## config.mk

```make
export PLATFORM = sky130hd
export DESIGN_NAME = udma_adc_rx_mc
export DESIGN_NICKNAME = d
export VERILOG_FILES = /design/src/rtl/udma_adc_rx_pkg.sv /design/src/rtl/udma_adc_rx_ch_fifo.sv /design/src/rtl/udma_adc_rx_mc.sv
export SDC_FILE = /design/constraint.sdc
export NUM_CORES = 2
export LEC_CHECK = 0
export CORE_MARGIN = 1.5
export CORE_UTILIZATION = 40
export CTS_CLUSTER_SIZE = 8
export DETAILED_ROUTE_END_ITERATION = 16
export PLACE_DENSITY = 0.68
export SLEW_MARGIN = 20
export SYNTH_ARGS = -nofsm -noshare
export SYNTH_HDL_FRONTEND = slang
export SYNTH_SLANG_ARGS = --single-unit
export TNS_END_PERCENT = 50
```

## constraint.sdc

```tcl
create_clock -name sys_clk_i -period 2.2 [get_ports sys_clk_i]
set_clock_uncertainty 0.05 [all_clocks]
set_input_delay 0.33 -clock sys_clk_i [delete_from_list [all_inputs] [get_ports sys_clk_i]]
set_output_delay 0.33 -clock sys_clk_i [all_outputs]
set_load 0.05 [all_outputs]
```

## src/rtl/udma_adc_rx_pkg.sv

```systemverilog
// Shared types and helpers for the uDMA ADC receive front-end.
// Holds the channel-ID type, FIFO pointer sizing and drop-counter saturation value.
package udma_adc_rx_pkg;

    localparam int CH_ID_T_WIDTH = 4;

    typedef logic [CH_ID_T_WIDTH-1:0] CH_ID_T;

    // One extra pointer bit tells a full FIFO apart from an empty one.
    function automatic int fifo_ptr_width(input int depth);
        return $clog2(depth) + 1;
    endfunction

    function automatic logic [31:0] ovf_sat_value(input int width);
        if (width >= 32) begin
            return '1;
        end
        return (32'd1 << width) - 32'd1;
    endfunction

endpackage

```

## src/rtl/udma_adc_rx_ch_fifo.sv

```systemverilog
// Per-channel sample FIFO with flush and sticky overflow flag / saturating drop counter.
// The head entry is presented combinationally; there is no fall-through on an empty FIFO.
module udma_adc_rx_ch_fifo
    import udma_adc_rx_pkg::*;
#(
    parameter int DATA_WIDTH    = 32,
    parameter int FIFO_DEPTH    = 4,
    parameter int OVF_CNT_WIDTH = 8
) (
    input  logic                     clk_i,
    input  logic                     rst_ni,
    input  logic                     push_i,
    input  logic [DATA_WIDTH-1:0]    push_data_i,
    input  logic                     flush_i,
    input  logic                     ovf_clr_i,
    input  logic                     ready_i,
    output logic                     valid_o,
    output logic [DATA_WIDTH-1:0]    data_o,
    output logic                     ovf_flag_o,
    output logic [OVF_CNT_WIDTH-1:0] ovf_count_o
);

    localparam int PW = fifo_ptr_width(FIFO_DEPTH);
    localparam int AW = PW - 1;
    localparam logic [OVF_CNT_WIDTH-1:0] OVF_SAT = OVF_CNT_WIDTH'(ovf_sat_value(OVF_CNT_WIDTH));

    logic [DATA_WIDTH-1:0]    mem_q [FIFO_DEPTH];
    logic [PW-1:0]            wr_ptr_q, wr_ptr_d;
    logic [PW-1:0]            rd_ptr_q, rd_ptr_d;
    logic                     ovf_flag_q, ovf_flag_d;
    logic [OVF_CNT_WIDTH-1:0] ovf_cnt_q, ovf_cnt_d;

    logic empty, full, pop, push_ok, ovf_evt;

    assign empty   = (wr_ptr_q == rd_ptr_q);
    assign full    = (wr_ptr_q[AW] != rd_ptr_q[AW]) && (wr_ptr_q[AW-1:0] == rd_ptr_q[AW-1:0]);
    assign pop     = ~empty & ready_i;
    assign push_ok = push_i & (~full | pop) & ~flush_i;
    // A flush swallows the push entirely, so it can never count as an overflow.
    assign ovf_evt = push_i & full & ~pop & ~flush_i;

    always_comb begin
        wr_ptr_d = wr_ptr_q;
        rd_ptr_d = rd_ptr_q;
        if (flush_i) begin
            wr_ptr_d = '0;
            rd_ptr_d = '0;
        end else begin
            if (push_ok) wr_ptr_d = wr_ptr_q + 1'b1;
            if (pop)     rd_ptr_d = rd_ptr_q + 1'b1;
        end
    end

    // Clear is applied first so an overflow in the same cycle survives it.
    always_comb begin
        ovf_flag_d = ovf_flag_q;
        ovf_cnt_d  = ovf_cnt_q;
        if (ovf_clr_i) begin
            ovf_flag_d = 1'b0;
            ovf_cnt_d  = '0;
        end
        if (ovf_evt) begin
            ovf_flag_d = 1'b1;
            if (ovf_cnt_d != OVF_SAT) ovf_cnt_d = ovf_cnt_d + 1'b1;
        end
    end

    always_ff @(posedge clk_i or negedge rst_ni) begin
        if (!rst_ni) begin
            wr_ptr_q   <= '0;
            rd_ptr_q   <= '0;
            ovf_flag_q <= 1'b0;
            ovf_cnt_q  <= '0;
        end else begin
            wr_ptr_q   <= wr_ptr_d;
            rd_ptr_q   <= rd_ptr_d;
            ovf_flag_q <= ovf_flag_d;
            ovf_cnt_q  <= ovf_cnt_d;
        end
    end

    always_ff @(posedge clk_i or negedge rst_ni) begin
        if (!rst_ni) begin
            for (int i = 0; i < FIFO_DEPTH; i++) mem_q[i] <= '0;
        end else if (push_ok) begin
            mem_q[wr_ptr_q[AW-1:0]] <= push_data_i;
        end
    end

    assign valid_o     = ~empty;
    assign data_o      = mem_q[rd_ptr_q[AW-1:0]];
    assign ovf_flag_o  = ovf_flag_q;
    assign ovf_count_o = ovf_cnt_q;

endmodule

```

## src/rtl/udma_adc_rx_mc.sv

```systemverilog
// Multi-channel uDMA ADC receive front-end: strobe synchroniser, edge detect,
// sample capture and channel router feeding one FIFO per logical channel.
module udma_adc_rx_mc
    import udma_adc_rx_pkg::*;
#(
    parameter int ADC_DATA_WIDTH = 32,
    parameter int ADC_NUM_CHS    = 8,
    parameter int CH_ID_LSB      = 28,
    parameter int CH_ID_WIDTH    = 4,
    parameter int FIFO_DEPTH     = 4,
    parameter int OVF_CNT_WIDTH  = 8
) (
    input  logic                                      sys_clk_i,
    input  logic                                      rst_ni,
    input  logic                                      cfg_single_ch_mode_i,
    input  logic [ADC_NUM_CHS-1:0]                    cfg_ch_en_i,
    input  logic [ADC_NUM_CHS-1:0]                    cfg_flush_i,
    input  logic [ADC_NUM_CHS-1:0]                    cfg_ovf_clr_i,
    input  logic                                      adc_rx_valid_async_i,
    input  logic [ADC_DATA_WIDTH-1:0]                 adc_rx_data_i,
    output logic                                      adc_rx_valid_sync_o,
    output logic [ADC_DATA_WIDTH-1:0]                 adc_rx_data_reg_o,
    output logic [ADC_NUM_CHS-1:0][31:0]              data_rx_o,
    output logic [ADC_NUM_CHS-1:0]                    data_rx_valid_o,
    input  logic [ADC_NUM_CHS-1:0]                    data_rx_ready_i,
    output logic [ADC_NUM_CHS-1:0]                    ovf_flag_o,
    output logic [ADC_NUM_CHS-1:0][OVF_CNT_WIDTH-1:0] ovf_count_o
);

    logic [2:0]                sync_q;
    logic                      vsync_q;
    logic [ADC_DATA_WIDTH-1:0] data_reg_q;

    logic                      strobe_edge;
    logic [CH_ID_WIDTH-1:0]    ch_id;
    logic [CH_ID_WIDTH-1:0]    target;
    logic                      force_ch0;
    logic                      target_ok;
    logic [ADC_NUM_CHS-1:0]    push;

    assign strobe_edge = sync_q[1] & ~sync_q[2];

    always_ff @(posedge sys_clk_i or negedge rst_ni) begin
        if (!rst_ni) begin
            sync_q     <= 3'b000;
            vsync_q    <= 1'b0;
            data_reg_q <= '0;
        end else begin
            sync_q  <= {sync_q[1:0], adc_rx_valid_async_i};
            vsync_q <= strobe_edge;
            if (strobe_edge) data_reg_q <= adc_rx_data_i;
        end
    end

    // Routing looks at the live data bus; it is stable while the edge is detected.
    assign ch_id     = adc_rx_data_i[CH_ID_LSB +: CH_ID_WIDTH];
    assign force_ch0 = cfg_single_ch_mode_i || (ADC_NUM_CHS == 1);
    assign target    = force_ch0 ? '0 : ch_id;
    assign target_ok = force_ch0 || (32'(ch_id) < ADC_NUM_CHS);

    generate
        for (genvar gi = 0; gi < ADC_NUM_CHS; gi++) begin : g_ch
            logic [ADC_DATA_WIDTH-1:0] head;

            assign push[gi] = strobe_edge & target_ok & cfg_ch_en_i[gi]
                            & (target == CH_ID_WIDTH'(gi));

            udma_adc_rx_ch_fifo #(
                .DATA_WIDTH    (ADC_DATA_WIDTH),
                .FIFO_DEPTH    (FIFO_DEPTH),
                .OVF_CNT_WIDTH (OVF_CNT_WIDTH)
            ) u_fifo (
                .clk_i       (sys_clk_i),
                .rst_ni      (rst_ni),
                .push_i      (push[gi]),
                .push_data_i (adc_rx_data_i),
                .flush_i     (cfg_flush_i[gi]),
                .ovf_clr_i   (cfg_ovf_clr_i[gi]),
                .ready_i     (data_rx_ready_i[gi]),
                .valid_o     (data_rx_valid_o[gi]),
                .data_o      (head),
                .ovf_flag_o  (ovf_flag_o[gi]),
                .ovf_count_o (ovf_count_o[gi])
            );

            assign data_rx_o[gi] = 32'(head);
        end
    endgenerate

    assign adc_rx_valid_sync_o = vsync_q;
    assign adc_rx_data_reg_o   = data_reg_q;

endmodule

```

==> impl_metrics.ini <==
[global_routing]
antenna_found_initial = 5
grt.overflow.total = 0
grt_max_degree = 101
gr-usage-all-layers_pct = 23.1
grt_pass1_vias = 34600
grt_pass1_wl_um = 227000

[clock_tree]
path_clk_slew_ns = 0.05
cts_made_buffers = 166
clock-root-buffer = clkbuf_16
cts.sinks = 1180
htree_levels = 4
clock_path_buffers = 3
clk_latency_ns = 0.77
cts_tree = yes

[sta]
rsz0062_at_grt = true
setup_ws_ns = -0.542
holdWs_ns = 0.0246
finalSetupViolCount = 1213
max_clock_freq_ghz = 0.365
relSlewSlack_pct = 52.9
hold_viol = 0
post-route-period-util_pct = 125
post-route-min-period_ns = 2.74
finalMaxSlewViolations = 0
worstMarginPinSlew_ns = 0.706

[flow_run]
drv_cap = 0

[worst_setup_path]
critical_path_required_ns = 1.82
start_kind = flop
r2r_slack_ns = -0.29
timing.rr.end = g_ch[4].u_fifo.mem_q[80]
worstPathArrival_ns = 2.36
r2r_cells = 11
path_class = flop to output port
crit_start = g_ch[7].u_fifo.rd_ptr_q[0]
cp-end-kind = output port
path_max_fanout = 5
r2r_start = sync_q[2]

[finish]
fillers = 10200
layout_commonest_cell = dfrtp_1
regArea_sq_um = 29500
final_cell_mix = dfrtp_1 (1,166), mux2_2 (618), mux2_4 (293)
fin_area_sq_um = 71100
multi_input_area_sq_um = 22700
nNetsFinal = 4359
drive_gt1_share_pct = 51.8
syn2layout_area_growth_pct = 35.2

[placed_design]
place_ws_ns = -0.719
place_area_sq_um = 61600
hpwl_um = 93200
gp_congestion = 0.803
io_buffers = 436

[yosys]
synth_fa_ha_area_share_pct = 1.14
syn_nets = 3565
synth-seq-cells = 1180
synthDistinctLibCells = 61
synth_compound_area_share_pct = 0.821
yosysSeqAreaShare_pct = 56.1
synthFlopType = dfrtp_1
syn_area_per_cell_sq_um = 15.2
synth_edf_count = 0
yosys_warnings = 0
async_reset_ff_share_pct = 100
synth-simple-area-share_pct = 6.25
syn_inst = 3449
synth.area.mux_share_pct = 31.3
synth_top_family_by_area = multiplexers
synth_area_sq_um = 52600
synthXorXnorAreaFrac_pct = 1.32

[detailed_routing]
drc = 0
drtIter0Drc = 1874
wirelength_um = 156000
drtPass1Iterations = 5
avgViaCountPerCell = 5.41
vias = 32500
wl_per_cell_um = 26.0
final_antenna_net_count = 0

[power]
p_sw_mw = 13.1
power.share.combinational_pct = 11.2
internal-power_mw = 38.1
clkPwrFrac_pct = 45.0
total_power_mw = 51.2
switching_share_pct = 25.7
p_seq_share_pct = 43.9
powerDensity_nw_per_um2 = 721
vdd_drop_max_mv = 0.688
leakage_nw = 34.0

[floorplan]
ioPinCount = 437
initial_utilization_pct = 40.5
die_y_um = 366
rows = 132
die_area_sq_um = 134000
die_w_um = 366
coreArea_sq_um = 130000

[min_path]
hold_class = input port to async pin

[outcome]
violations = negative setup slack
status = finished, violations left
## flip-flops by register name, indices dropped and copies added (netlist names)
| name | cells |
|---|---|
| g_ch.u_fifo.mem_q | 1024 |
| g_ch.u_fifo.ovf_count_o | 64 |
| adc_rx_data_reg_o | 32 |
| g_ch.u_fifo.rd_ptr_q | 24 |
| g_ch.u_fifo.wr_ptr_q | 24 |
| g_ch.u_fifo.ovf_flag_o | 8 |
| sync_q | 3 |
| adc_rx_valid_sync_o | 1 |
## per-stage QoR
step	utilization, %	cells	setup TNS, ns
floorplan	-	3449	-4.26
global placement	47.4	5627	-616.17
detailed placement	47.4	5627	-632.09
CTS	53.6	5977	-259.57
global route	54.7	6017	-313.98
finish	54.7	6020	-222.65
## logic make-up after synthesis
logic type | Yosys count
adder cells (fa/ha/maj) | 48
AO/OA/AOI/OAI | 70
AND/OR/NAND/NOR | 562
XOR/XNOR | 79
multiplexers | 1192
buffers and inverters | 318
flip-flops | 1180
## power groups by stage
stage          Combinational [mW]  Sequential (mW)  Clock (mW)
2_1_floorplan                2.52             23.0           0
3_3_place_gp                 5.37             22.8           0
3_5_place_dp                 5.41             22.8           0
4_1_cts                      5.73             22.5        23.6
5_1_grt                      6.01             22.5        24.5
6_report                     5.71             22.5        23.1
## cell type report
cell class / count / area share, %
flip-flops and latches: 1180 / 41.6
repair buffers: 914 / 16.8
multi-input cells: 1951 / 32.0
clock inverters: 13 / 0.296
well taps: 1742 / 3.07
clock buffers: 187 / 6.06
inverters: 30 / 0.158
diodes: 3 / 0.0106
## Yosys cell counts (9+ instances only)
| cell type | count | area share, % |
|---|---|---|
| dfrtp_1 | 1180 | 56 |
| mux2i_1 | 15 | 0.29 |
| nor3b_2 | 11 | 0.26 |
| inv_1 | 29 | 0.21 |
| mux2_4 | 40 | 1.1 |
| clkbuf_1 | 130 | 0.93 |
| a21oi_1 | 23 | 0.22 |
| nor3_1 | 18 | 0.17 |
| mux4_2 | 256 | 11 |
| ha_1 | 48 | 1.1 |
| or2_2 | 40 | 0.48 |
| nor2b_1 | 90 | 1.1 |
| nor4_1 | 9 | 0.11 |
| nand3_1 | 44 | 0.42 |
| xnor2_1 | 44 | 0.73 |
| nor2_1 | 67 | 0.48 |
| buf_4 | 55 | 0.79 |
| a31oi_1 | 9 | 0.11 |
| nand4b_1 | 14 | 0.23 |
| buf_1 | 31 | 0.22 |
| nand3b_1 | 11 | 0.16 |
| nand2_1 | 141 | 1.0 |
| nor3b_4 | 9 | 0.32 |
| buf_6 | 21 | 0.45 |
| xor2_1 | 35 | 0.58 |
| o21ai_0 | 13 | 0.12 |
| and2_1 | 26 | 0.31 |
| mux2_2 | 859 | 18 |
| and3_1 | 12 | 0.14 |
| buf_2 | 48 | 0.46 |
| nand4_1 | 10 | 0.12 |
| mux2_1 | 22 | 0.47 |
| nand2b_1 | 23 | 0.27 |
## routing by layer
layer  global-route usage, %  routed length [um]  vias up
li1                        -                   -    13900
met1                    28.5               63000    17500
met2                    38.7               77600      845
met3                    6.43                9860      291
met4                    8.13                5800        2
met5                       0                  13        -
## worst max path at each step
stage	endpoint	slack, ns	cells after the start
after floorplan	g_ch[0].u_fifo.mem_q[118]	-0.04	9
after global placement	g_ch[6].u_fifo.mem_q[35]	-0.69	8
after detailed placement	g_ch[4].u_fifo.mem_q[26]	-0.72	8
after CTS	data_rx_o[247]	-0.58	4
after global routing	data_rx_o[28]	-0.58	4
final	data_rx_o[247]	-0.54	4
## critical path, cell delays in order, from the launching register on
cell and delay (ns):
dfrtp_2 0.45, buf_6 0.18, buf_12 0.15, mux4_2 0.61
buf_12 0.20
## what timing repair did
action	in CTS	in global routing
gates resized for setup	481	304
setup buffers	97	50
gates cloned	53	19
hold endpoints to repair	738	0
hold buffers	2	0
pin swaps	24	30
setup endpoints to repair	1185	1315
(Power assumes the default switching activity.)
